**config.mk**
```make
export PLATFORM = sky130hd
export DESIGN_NAME = prim_word_packer_flat
export DESIGN_NICKNAME = d
export VERILOG_FILES = /design/src/rtl/prim_word_packer_if.sv /design/src/rtl/prim_word_packer.sv /design/src/flat_wrapper.sv
export SDC_FILE = /design/constraint.sdc
export NUM_CORES = 1
export LEC_CHECK = 0
export ABC_AREA = 1
export CORE_AREA = 2 2 124 96
export DETAILED_ROUTE_END_ITERATION = 6
export DIE_AREA = 0 0 126 98
export PLACE_DENSITY = 0.73
export SYNTH_ARGS = -nofsm -noshare
export SYNTH_HDL_FRONTEND = slang
export SYNTH_SLANG_ARGS = --single-unit
```
**constraint.sdc**
```tcl
create_clock -name clk_i -period 3.9 [get_ports clk_i]
set_clock_uncertainty 0.15 [all_clocks]
set_input_delay 0.585 -clock clk_i [delete_from_list [all_inputs] [get_ports clk_i]]
set_output_delay 0.585 -clock clk_i [all_outputs]
set_load 0.01 [all_outputs]
```
**src/rtl/prim_word_packer_if.sv**
```systemverilog
// rtl/prim_word_packer_if.sv - entry-in / packed-word-out handshake bundle for prim_word_packer
interface prim_word_packer_if #(
   parameter int InW   = 16,
   parameter int Ratio = 4
);
   localparam int OutW = InW * Ratio;
   localparam int CntW = (Ratio > 1) ? $clog2(Ratio) : 1;

   logic            clr_i;
   logic            in_valid_i;
   logic            in_ready_o;
   logic [InW-1:0]  in_data_i;
   logic            flush_i;
   logic            out_valid_o;
   logic            out_ready_i;
   logic [OutW-1:0] out_data_o;
   logic [Ratio-1:0] out_mask_o;
   logic [CntW-1:0] lanes_o;

   // Packer side
   modport slave (
      input  clr_i, in_valid_i, in_data_i, flush_i, out_ready_i,
      output in_ready_o, out_valid_o, out_data_o, out_mask_o, lanes_o
   );

   // Upstream FIFO / wide consumer side
   modport master (
      output clr_i, in_valid_i, in_data_i, flush_i, out_ready_i,
      input  in_ready_o, out_valid_o, out_data_o, out_mask_o, lanes_o
   );
endinterface

```
**src/rtl/prim_word_packer.sv**
```systemverilog
// rtl/prim_word_packer.sv - packs Ratio narrow entries into one wide word; flush gated by PRIM_WORD_PACKER_FLUSH_EN
module prim_word_packer #(
   parameter int InW   = 16,
   parameter int Ratio = 4
) (
   input logic               clk_i,
   input logic               rst_ni,
   prim_word_packer_if.slave bus
);
   localparam int OutW = InW * Ratio;
   localparam int CntW = (Ratio > 1) ? $clog2(Ratio) : 1;
   localparam logic [CntW-1:0] LastLane = CntW'(Ratio - 1);

   // Lanes 0..Ratio-2 are buffered; the last lane goes straight into the output word
   logic [Ratio-2:0][InW-1:0] acc_q;
   logic [CntW-1:0]           cnt_q, cnt_d;
   logic [OutW-1:0]           out_q, load_data;
   logic                      out_valid_q, out_valid_d;
   logic                      out_valid;
   logic                      under_rst;
   logic                      slot_free, accept, load, acc_we;
   logic                      flush_block;

`ifdef PRIM_WORD_PACKER_FLUSH_EN
   logic [Ratio-1:0] mask_q, load_mask;
   logic             flush_pend_q, flush_pend_d;
   logic             flush_eff;

   assign flush_eff   = bus.flush_i | flush_pend_q;
   assign flush_block = flush_pend_q;
`else
   logic unused_flush;

   assign unused_flush = bus.flush_i;
   assign flush_block  = 1'b0;
`endif

   assign slot_free      = ~out_valid_q | bus.out_ready_i;
   assign bus.in_ready_o = ~under_rst & ~flush_block & ((cnt_q != LastLane) | slot_free);
   assign accept         = bus.in_valid_i & bus.in_ready_o;

   // Decide accumulator write, word load (full or partial) and next counter/pending state
   always_comb begin
      load      = 1'b0;
      acc_we    = 1'b0;
      load_data = '0;
      cnt_d     = cnt_q;
`ifdef PRIM_WORD_PACKER_FLUSH_EN
      load_mask    = '0;
      flush_pend_d = flush_pend_q;
`endif
      if (accept) begin
         if (cnt_q == LastLane) begin
            load      = 1'b1;
            load_data = {bus.in_data_i, acc_q};
            cnt_d     = '0;
`ifdef PRIM_WORD_PACKER_FLUSH_EN
            load_mask = '1;
`endif
         end else begin
            acc_we = 1'b1;
            cnt_d  = cnt_q + 1'b1;
         end
      end
`ifdef PRIM_WORD_PACKER_FLUSH_EN
      // cnt_d is the lane count including a same-cycle accept; zero means nothing to flush
      if (flush_eff && !load && (cnt_d != '0)) begin
         if (slot_free) begin
            load = 1'b1;
            for (int k = 0; k < Ratio - 1; k++) begin
               if (CntW'(k) < cnt_q) begin
                  load_data[k*InW +: InW] = acc_q[k];
               end else if (accept && (CntW'(k) == cnt_q)) begin
                  load_data[k*InW +: InW] = bus.in_data_i;
               end
            end
            for (int k = 0; k < Ratio; k++) begin
               load_mask[k] = (CntW'(k) < cnt_d);
            end
            cnt_d        = '0;
            flush_pend_d = 1'b0;
         end else begin
            flush_pend_d = 1'b1;
         end
      end
`endif
      if (load) begin
         out_valid_d = 1'b1;
      end else if (bus.out_ready_i) begin
         out_valid_d = 1'b0;
      end else begin
         out_valid_d = out_valid_q;
      end
   end

   // Hold off the input handshake for the first edge after reset release
   always_ff @(posedge clk_i or negedge rst_ni) begin
      if (!rst_ni) begin
         under_rst <= 1'b1;
      end else begin
         under_rst <= 1'b0;
      end
   end

   // Control state; clear wins over accept and flush
   always_ff @(posedge clk_i or negedge rst_ni) begin
      if (!rst_ni) begin
         cnt_q       <= '0;
         out_valid_q <= 1'b0;
`ifdef PRIM_WORD_PACKER_FLUSH_EN
         flush_pend_q <= 1'b0;
`endif
      end else if (bus.clr_i) begin
         cnt_q       <= '0;
         out_valid_q <= 1'b0;
`ifdef PRIM_WORD_PACKER_FLUSH_EN
         flush_pend_q <= 1'b0;
`endif
      end else begin
         cnt_q       <= cnt_d;
         out_valid_q <= out_valid_d;
`ifdef PRIM_WORD_PACKER_FLUSH_EN
         flush_pend_q <= flush_pend_d;
`endif
      end
   end

   // Accumulator lanes and output word; clear leaves the data untouched
   always_ff @(posedge clk_i or negedge rst_ni) begin
      if (!rst_ni) begin
         acc_q <= '0;
         out_q <= '0;
`ifdef PRIM_WORD_PACKER_FLUSH_EN
         mask_q <= '0;
`endif
      end else if (!bus.clr_i) begin
         for (int k = 0; k < Ratio - 1; k++) begin
            if (acc_we && (cnt_q == CntW'(k))) begin
               acc_q[k] <= bus.in_data_i;
            end
         end
         if (load) begin
            out_q <= load_data;
`ifdef PRIM_WORD_PACKER_FLUSH_EN
            mask_q <= load_mask;
`endif
         end
      end
   end

   assign out_valid       = out_valid_q & ~under_rst;
   assign bus.out_valid_o = out_valid;
   assign bus.out_data_o  = out_valid ? out_q : '0;
`ifdef PRIM_WORD_PACKER_FLUSH_EN
   assign bus.out_mask_o  = out_valid ? mask_q : '0;
`else
   assign bus.out_mask_o  = {Ratio{out_valid}};
`endif
   assign bus.lanes_o     = cnt_q;

endmodule

```
**src/flat_wrapper.sv**
```systemverilog
// flat-port wrapper written by rule: the top's interface ports become plain ports
module prim_word_packer_flat 
#(
   parameter int InW   = 16,
   parameter int Ratio = 4
)
  (clk_i, rst_ni, bus_clr_i, bus_in_valid_i, bus_in_data_i, bus_flush_i, bus_out_ready_i, bus_in_ready_o, bus_out_valid_o, bus_out_data_o, bus_out_mask_o, bus_lanes_o);
  prim_word_packer_if #(.InW(InW), .Ratio(Ratio)) bus_i ();
  input logic clk_i;
  input logic rst_ni;
  input wire logic [$bits(bus_i.clr_i)-1:0] bus_clr_i;
  input wire logic [$bits(bus_i.in_valid_i)-1:0] bus_in_valid_i;
  input wire logic [$bits(bus_i.in_data_i)-1:0] bus_in_data_i;
  input wire logic [$bits(bus_i.flush_i)-1:0] bus_flush_i;
  input wire logic [$bits(bus_i.out_ready_i)-1:0] bus_out_ready_i;
  output wire logic [$bits(bus_i.in_ready_o)-1:0] bus_in_ready_o;
  output wire logic [$bits(bus_i.out_valid_o)-1:0] bus_out_valid_o;
  output wire logic [$bits(bus_i.out_data_o)-1:0] bus_out_data_o;
  output wire logic [$bits(bus_i.out_mask_o)-1:0] bus_out_mask_o;
  output wire logic [$bits(bus_i.lanes_o)-1:0] bus_lanes_o;
  assign bus_i.clr_i = bus_clr_i;
  assign bus_i.in_valid_i = bus_in_valid_i;
  assign bus_i.in_data_i = bus_in_data_i;
  assign bus_i.flush_i = bus_flush_i;
  assign bus_i.out_ready_i = bus_out_ready_i;
  assign bus_in_ready_o = bus_i.in_ready_o;
  assign bus_out_valid_o = bus_i.out_valid_o;
  assign bus_out_data_o = bus_i.out_data_o;
  assign bus_out_mask_o = bus_i.out_mask_o;
  assign bus_lanes_o = bus_i.lanes_o;
  prim_word_packer #(.InW(InW), .Ratio(Ratio)) u_core (.clk_i(clk_i), .rst_ni(rst_ni), .bus(bus_i));
endmodule
```
==> results.txt, run 1 <==
----------------------------------------------------
[GRT]
  All-layer global routing usage ... 21.8%
  Number of antenna violations at the first check in global routing ... 0
  Wire length of the first global-routing pass ... 21200 um
  Grt total ovfl ... 0
  Vias in the first global route ... 4238
  Pin count of the biggest net entering global routing ... 76

[Critical path]
  Worst stage delay on the critical path ... 0.52 ns
  Worst path cell trace ... inv_2 -> nand2_2 -> buf_12 -> nor2_1 -> clkdlybuf4s50_1
  Critical path buffer and inverter count ... 3
  CP max-delay cell ... dfstp_2
  Launching point of the worst reg2reg path ... u_core.bus.lanes_o[0]
  Crit path DAT ... 2.31 ns
  Crit-path leading delay family ... buffers and inverters
  Startpoint type of the worst setup path ... flip-flop
  Worst endpoint required time ... 3.16 ns
  Timing startpoint of the critical path ... u_core.under_rst
  Critical path endpoint category ... primary output
  Crit path max fanout ... 36
  Critical path class ... reg2out

[Timing]
  Total count of max-transition violations in the final report ... 0
  Setup repair after global routing missed its margin ... no
  Hold Worst Slack ... 0.175 ns
  Final hold vios ... 0
  Final critical delay including setup and external delays ... 3.05 ns
  Final Setup Violations ... 0
  Fmax achieved ... 0.328 GHz
  Post-Route Setup TNS ... 0 ns
  Worst Slack Setup Final ... 0.855 ns
  Relative slew slack ... 37.6%
  Share of the cycle needed by the critical path after routing ... 78.1%
  Transition time at the pin with the least slew margin ... 0.936 ns

[Synth]
  Unique masters post-synth ... 24
  Sequential share of the synthesized area ... 55.5%
  Syn. warnings ... 0
  Netlist area before placement ... 5240 sq um
  Synthesized instance count ... 654
  Synthesized netlist net count ... 680
  Post-synthesis average cell area ... 8.00 sq um
  Number of flip-flops and latches in the synthesized netlist ... 116

[Floorplan]
  Floorplan Core Area ... 11200 sq um
  Number of primary I/O pins ... 94
  Vertical die dimension ... 98 um
  Die outline width ... 126 um
  Cell Rows ... 34
  Floorplan die area ... 12300 sq um
  Starting utilization of the core area ... 46.6%

[Job]
  Max Cap Viol ... 0

[Pwr]
  Flop pwr share ... 45.4%
  Pwr dens ... 517 nW/um^2
  Clock group share of total power ... 44.0%
  VDD IR-drop max ... 0.320 mV
  Combinational cell fraction of total power ... 10.6%
  Net switching power of the design ... 0.891 mW
  Int Pwr ... 2.56 mW
  Leak Pwr ... 3.26 nW
  Switching part of the total power ... 25.8%

[Placed design]
  Post-placement cell area ... 6110 sq um
  Hpwl dp ... 8060 um
  Placed cell count ... 859
  Pre-CTS setup slack ... 1.26 ns
  GPL Wtd Cong ... 0.833
  Count of buffers from port buffering ... 92

[Clock network]
  Inserted Clock Buffers ... 17
  Post-CTS resize count ... 0
  Number of sinks driven by the clock tree ... 116
  Clock root cell ... clkbuf_16
  Postcts setup bufs ... 0
  Clock-pin slew on the worst setup and hold paths ... 0.05 ns
  Number of H-tree levels ... 4
  Later-pin clock latency in the skew report ... 0.41 ns
  Clock tree from TritonCTS ... yes
  CTS Buffer Depth ... 2
  Hold bufs inserted after CTS ... 0

[Final layout]
  Number of filler cells placed in the layout ... 972
  Combined flip-flop and latch cell area ... 2900 sq um
  Area occupied by multi-input gates ... 1790 sq um
  Post-route standard cell area excluding fillers ... 6680 sq um
  Most used cells in the layout excluding fill and tap cells ... 295 x nand2_1, 115 x dfrtp_1, 91 x clkdlybuf4s50_1, 69 x inv_1, 66 x nor2_1
  Finished Layout Cells ... 889
  Area growth syn-to-layout ... 27.6%
  Ant. Diodes ... 0
  Net count, final ... 760
  Layout cell share with drive strength beyond 1 ... 6.44%
  Most frequent standard cell in the layout excluding fill and tap cells ... nand2_1

[Detailed routing]
  Vias after detailed routing ... 4363
  Number of remaining DRC errors ... 0
  Drt initial violations ... 313
  Total iterations of the first detailed-routing run ... 5
  Wire length reported by the detailed router ... 12800 um
  WL/cell ... 14.5 um
  Via density per instance ... 4.91
  Residual antenna-violating net count after detailed routing ... 0

[Min path]
  Worst Hold Class ... in2async

[Status]
  Run status ... finished clean

----------------------------------------------------
## synth_stat cells
| cell | instances | area [sq um] |
|---|---|---|
| nand3_4 | 1 | 17.5 |
| nand3_1 | 3 | 15.0 |
| o21ai_0 | 28 | 140 |
| nor2_8 | 1 | 20.0 |
| nand4_1 | 1 | 6.26 |
| buf_2 | 8 | 40.0 |
| nand2_1 | 296 | 1110 |
| clkbuf_2 | 2 | 10.0 |
| ha_1 | 4 | 50.1 |
| buf_6 | 13 | 146 |
| nor2_2 | 1 | 6.26 |
| dfstp_2 | 1 | 26.3 |
| o21ai_1 | 20 | 100 |
| inv_2 | 4 | 15.0 |
| buf_4 | 8 | 60.1 |
| dfrtp_1 | 115 | 2880 |
| nand3_2 | 1 | 10.0 |
| nand2_2 | 3 | 18.8 |
| nor2_1 | 66 | 248 |
| conb_1 | 1 | 3.75 |
| inv_1 | 69 | 259 |
| nor2_4 | 3 | 33.8 |
| clkbuf_1 | 4 | 15.0 |
| nor3_1 | 1 | 5.00 |
## kinds of logic (layout without fill, tap and decap cells)
kind of cell    Yosys count  count (layout)  share of synthesized area [%]
fa+ha+maj                 4               4                          0.956
compound gates           48              48                           4.59
other cells               1               1                         0.0716
buf+inv                 108             199                           10.4
flops                   116             116                           55.5
simple gates            377             377                           28.5
## path summary, 6_finish.rpt
kind	cells after the start	slack, ns	endpoint
max	5	0.85	bus_out_data_o[10]
min	1	0.18	u_core.acc_q[19]
max reg2reg	6	1.58	u_core.out_q[32]
min reg2reg	2	0.32	u_core.out_q[4]
max in group asynchronous	2	2.58	u_core.acc_q[2]
min in group clk_i	2	0.32	u_core.out_q[4]
## metal layers
metal / vias to the layer above / GRT usage, % / share of wire [%]
met4: 0 / 6.76 / 1.1
met3: 17 / 7.29 / 7.6
li1: 2093 / - / -
met1: 2079 / 29.8 / 45
met2: 174 / 33.2 / 46
met5: - / 0 / 0
## area by class of cell
class	count	share of cell area (%)
Tap cell	144	2.70
Clock inverter	10	2.02
Timing Repair Buffer	96	14.4
Clock buffer	20	6.54
Inverter	73	4.10
Multi-Input combinational cell	430	26.8
Sequential cell	116	43.5
## flip-flops by register name, summed over array words and instances, names as in the netlist
name,cells
u_core.acc_q,48
u_core.under_rst,1
u_core.out_valid_q,1
u_core.out_q,64
u_core.bus.lanes_o,2
## metrics by stage
| step | util [%] | total power, mW |
|---|---|---|
| 3_3_place_gp | 54.4 | 1.91 |
| 4_1_cts | 59.5 | 3.47 |
| 3_5_place_dp | 54.4 | 1.94 |
| 2_1_floorplan | - | 1.79 |
| 5_1_grt | 59.5 | 3.62 |
| 6_report | 59.5 | 3.46 |
## power by group through the flow
| stage | registers, mW | logic, mW | clock network (mW) |
|---|---|---|---|
| finish | 1.57 | 0.366 | 1.52 |
| global route | 1.59 | 0.426 | 1.60 |
| CTS | 1.57 | 0.370 | 1.53 |
| detailed placement | 1.58 | 0.361 | 0 |
| global placement | 1.57 | 0.338 | 0 |
| floorplan | 1.54 | 0.247 | 0 |
No activity file was read; power rests on OpenSTA's default activity.
==> inputs of run 2 (changes only) <==
Settings changed: CORE_AREA 2 2 124 96 to 2 2 125 97, DIE_AREA 0 0 126 98 to 0 0 127 99, PLACE_DENSITY 0.73 to 0.74.
Clock period 3.9 ns to 2.7 ns, I/O delays scaled along.
==> results.txt, run 2 (same netlist as run 1, synthesis figures left out) <==
----------------------------------------------------
[Status]
  Run status ... finished clean

[Detailed routing]
  Via density per instance ... 4.77 (-2.8%)
  Met1 routed wirelength after detailed routing ... 5950 um (+1.9%)
  Total iterations of the first detailed-routing run ... 5 (unchanged)
  Max layer used ... met4
  Drt initial violations ... 276 (-12%)
  Vias after detailed routing ... 4249 (-2.6%)
  WL/cell ... 13.9 um (-4.1%)
  Number of remaining DRC errors ... 0 (unchanged)
  Met2 WL post-DR ... 5510 um (-6.5%)
  Met3 wirelength from detailed routing ... 749 um (-23%)
  Wire length reported by the detailed router ... 12300 um (-3.9%)
  Residual antenna-violating net count after detailed routing ... 0 (unchanged)

[Timing]
  Total count of max-transition violations in the final report ... 0 (unchanged)
  Setup repair after global routing missed its margin ... no
  Final critical delay including setup and external delays ... 2.55 ns
  Final Setup Violations ... 0 (unchanged)
  Final hold vios ... 0 (unchanged)
  Relative slew slack ... 47.0% (+9.3 points)
  Transition time at the pin with the least slew margin ... 0.796 ns (-0.140 ns)
  Hold Worst Slack ... 0.316 ns (+0.141 ns)
  Fmax achieved ... 0.392 GHz
  Post-Route Setup TNS ... 0 ns (unchanged)
  Share of the cycle needed by the critical path after routing ... 94.5%

[Critical path]
  Crit-path leading delay family ... buffers and inverters
  Crit path max fanout ... 65 (+81%)
  Critical path endpoint category ... primary output
  Worst endpoint required time ... 2.14 ns (-1.02 ns)
  Critical path class ... reg2out
  Worst stage delay on the critical path ... 0.52 ns (about the same)
  CP max-delay cell ... dfstp_2
  Startpoint type of the worst setup path ... flip-flop
  Critical path buffer and inverter count ... 4 (+1)
  Crit path DAT ... 2.00 ns (-0.31 ns)
  Worst path cell trace ... inv_2 -> nand2_2 -> buf_12 -> inv_1 -> clkdlybuf4s50_1

[Final layout]
  Layout cell share with drive strength beyond 1 ... 6.56% (+0.12 points)
  Finished Layout Cells ... 891 (+0.22%)
  Ant. Diodes ... 0 (unchanged)
  Area growth syn-to-layout ... 28.0%
  Most used cells in the layout excluding fill and tap cells ... 295 x nand2_1, 115 x dfrtp_1, 91 x clkdlybuf4s50_1, 69 x inv_1, 66 x nor2_1
  Number of filler cells placed in the layout ... 958 (-1.4%)
  Largest register by flop count ... u_core.out_q
  Net count, final ... 764 (+0.53%)
  Most frequent standard cell in the layout excluding fill and tap cells ... nand2_1
  Largest register FFs ... 64 (unchanged)

[GRT]
  All-layer global routing usage ... 21.1% (-0.68 points)
  Number of antenna violations at the first check in global routing ... 0 (unchanged)
  Grt total ovfl ... 0 (unchanged)
  Vias in the first global route ... 4226 (-0.28%)
  Wire length of the first global-routing pass ... 20800 um (-1.8%)
  Pin count of the biggest net entering global routing ... 66 (-13%)

[Pwr]
  Leak Pwr ... 3.28 nW (+0.67%)
  Pwr dens ... 715 nW/um^2 (+38%)
  VDD IR-drop max ... 0.456 mV (+43%)

[Job]
  Max Cap Viol ... 0 (unchanged)

[Clock network]
  Clock tree from TritonCTS ... yes
  Later-pin clock latency in the skew report ... 0.40 ns (about the same)
  Inserted Clock Buffers ... 17 (unchanged)
  Postcts setup bufs ... 0 (unchanged)
  Clock root cell ... clkbuf_16
  Clock-pin slew on the worst setup and hold paths ... 0.05 ns (about the same)
  CTS Buffer Depth ... 2 (unchanged)
  Number of H-tree levels ... 4 (unchanged)
  Number of sinks driven by the clock tree ... 116 (unchanged)

[Floorplan]
  Die outline width ... 127 um (+0.79%)
  Starting utilization of the core area ... 46.3% (-0.35 points)
  Floorplan die area ... 12600 sq um (+1.8%)
  Floorplan Core Area ... 11300 sq um (+0.76%)
  Cell Rows ... 34 (unchanged)
  Vertical die dimension ... 99 um (+1.0%)
  Number of primary I/O pins ... 94 (unchanged)

[Placed design]
  Count of buffers from port buffering ... 92 (unchanged)
  GPL Wtd Cong ... 0.824 (-1.1%)
  Placed cell count ... 862 (+0.35%)
  Hpwl dp ... 8010 um (-0.69%)

[Min path]
  Worst Hold Class ... reg2reg

----------------------------------------------------
## run 2: report_power, final
part | internal, mW | total [mW] | switching [mW]
clock | 1.28 | 2.00 | 0.716
combinational | 0.201 | 0.530 | 0.329
sequential | 2.08 | 2.26 | 0.184
## run 2: path summary, 6_finish.rpt
path                                       startpoint                to  slack, ns  depth (start not counted)
worst max-delay path                 u_core.under_rst   bus_out_valid_o       0.15                          5
worst min-delay path                 u_core.acc_q[13]  u_core.out_q[13]       0.32                          2
worst max register to register  u_core.bus.lanes_o[0]  u_core.out_q[24]       0.77                          7
worst min register to register       u_core.acc_q[13]  u_core.out_q[13]       0.32                          2
max in group asynchronous                      rst_ni  u_core.out_q[21]       1.21                          3
min in group asynchronous                      rst_ni  u_core.out_q[15]       0.49                          2
## run 2: final cells by class
class | instances | area (sq um) | share of cell area, %
Clock buffer | 22 | 464 | 6.93
Clock inverter | 6 | 57.6 | 0.859
Inverter | 73 | 274 | 4.09
Multi-Input combinational cell | 430 | 1790 | 26.7
Sequential cell | 116 | 2900 | 43.4
Tap cell | 144 | 180 | 2.69
Timing Repair Buffer | 100 | 1030 | 15.4
## run 2: worst min-delay path, delay by kind of cell, from the launching register on
family | cells | cell delay, ns
flops | 1 | 0.33
simple gates | 2 | 0.10
## run 2: timing repair
action                    CTS  global route
hold buffers                1             0
resized for setup           0             0
hold endpoints to repair   58             0
## run 2: per-layer routing
layer  up-vias  global-route usage (%)
met5         -                       0
met4         0                    6.42
met3        15                    5.65
met2       124                    32.6
met1      2006                    29.5
li1       2104                       -
## run 2: per-stage QoR
stage	utilization, %	setup slack, ns	power, mW	area [sq um]
6_report	59.2	0.149	4.79	6700
5_1_grt	59.2	0.0515	5.02	6700
4_1_cts	59.2	0.114	4.83	6700
3_5_place_dp	54.5	0.464	2.81	6170
3_3_place_gp	54.5	0.487	2.76	6170
2_1_floorplan	-	0.892	2.58	5240
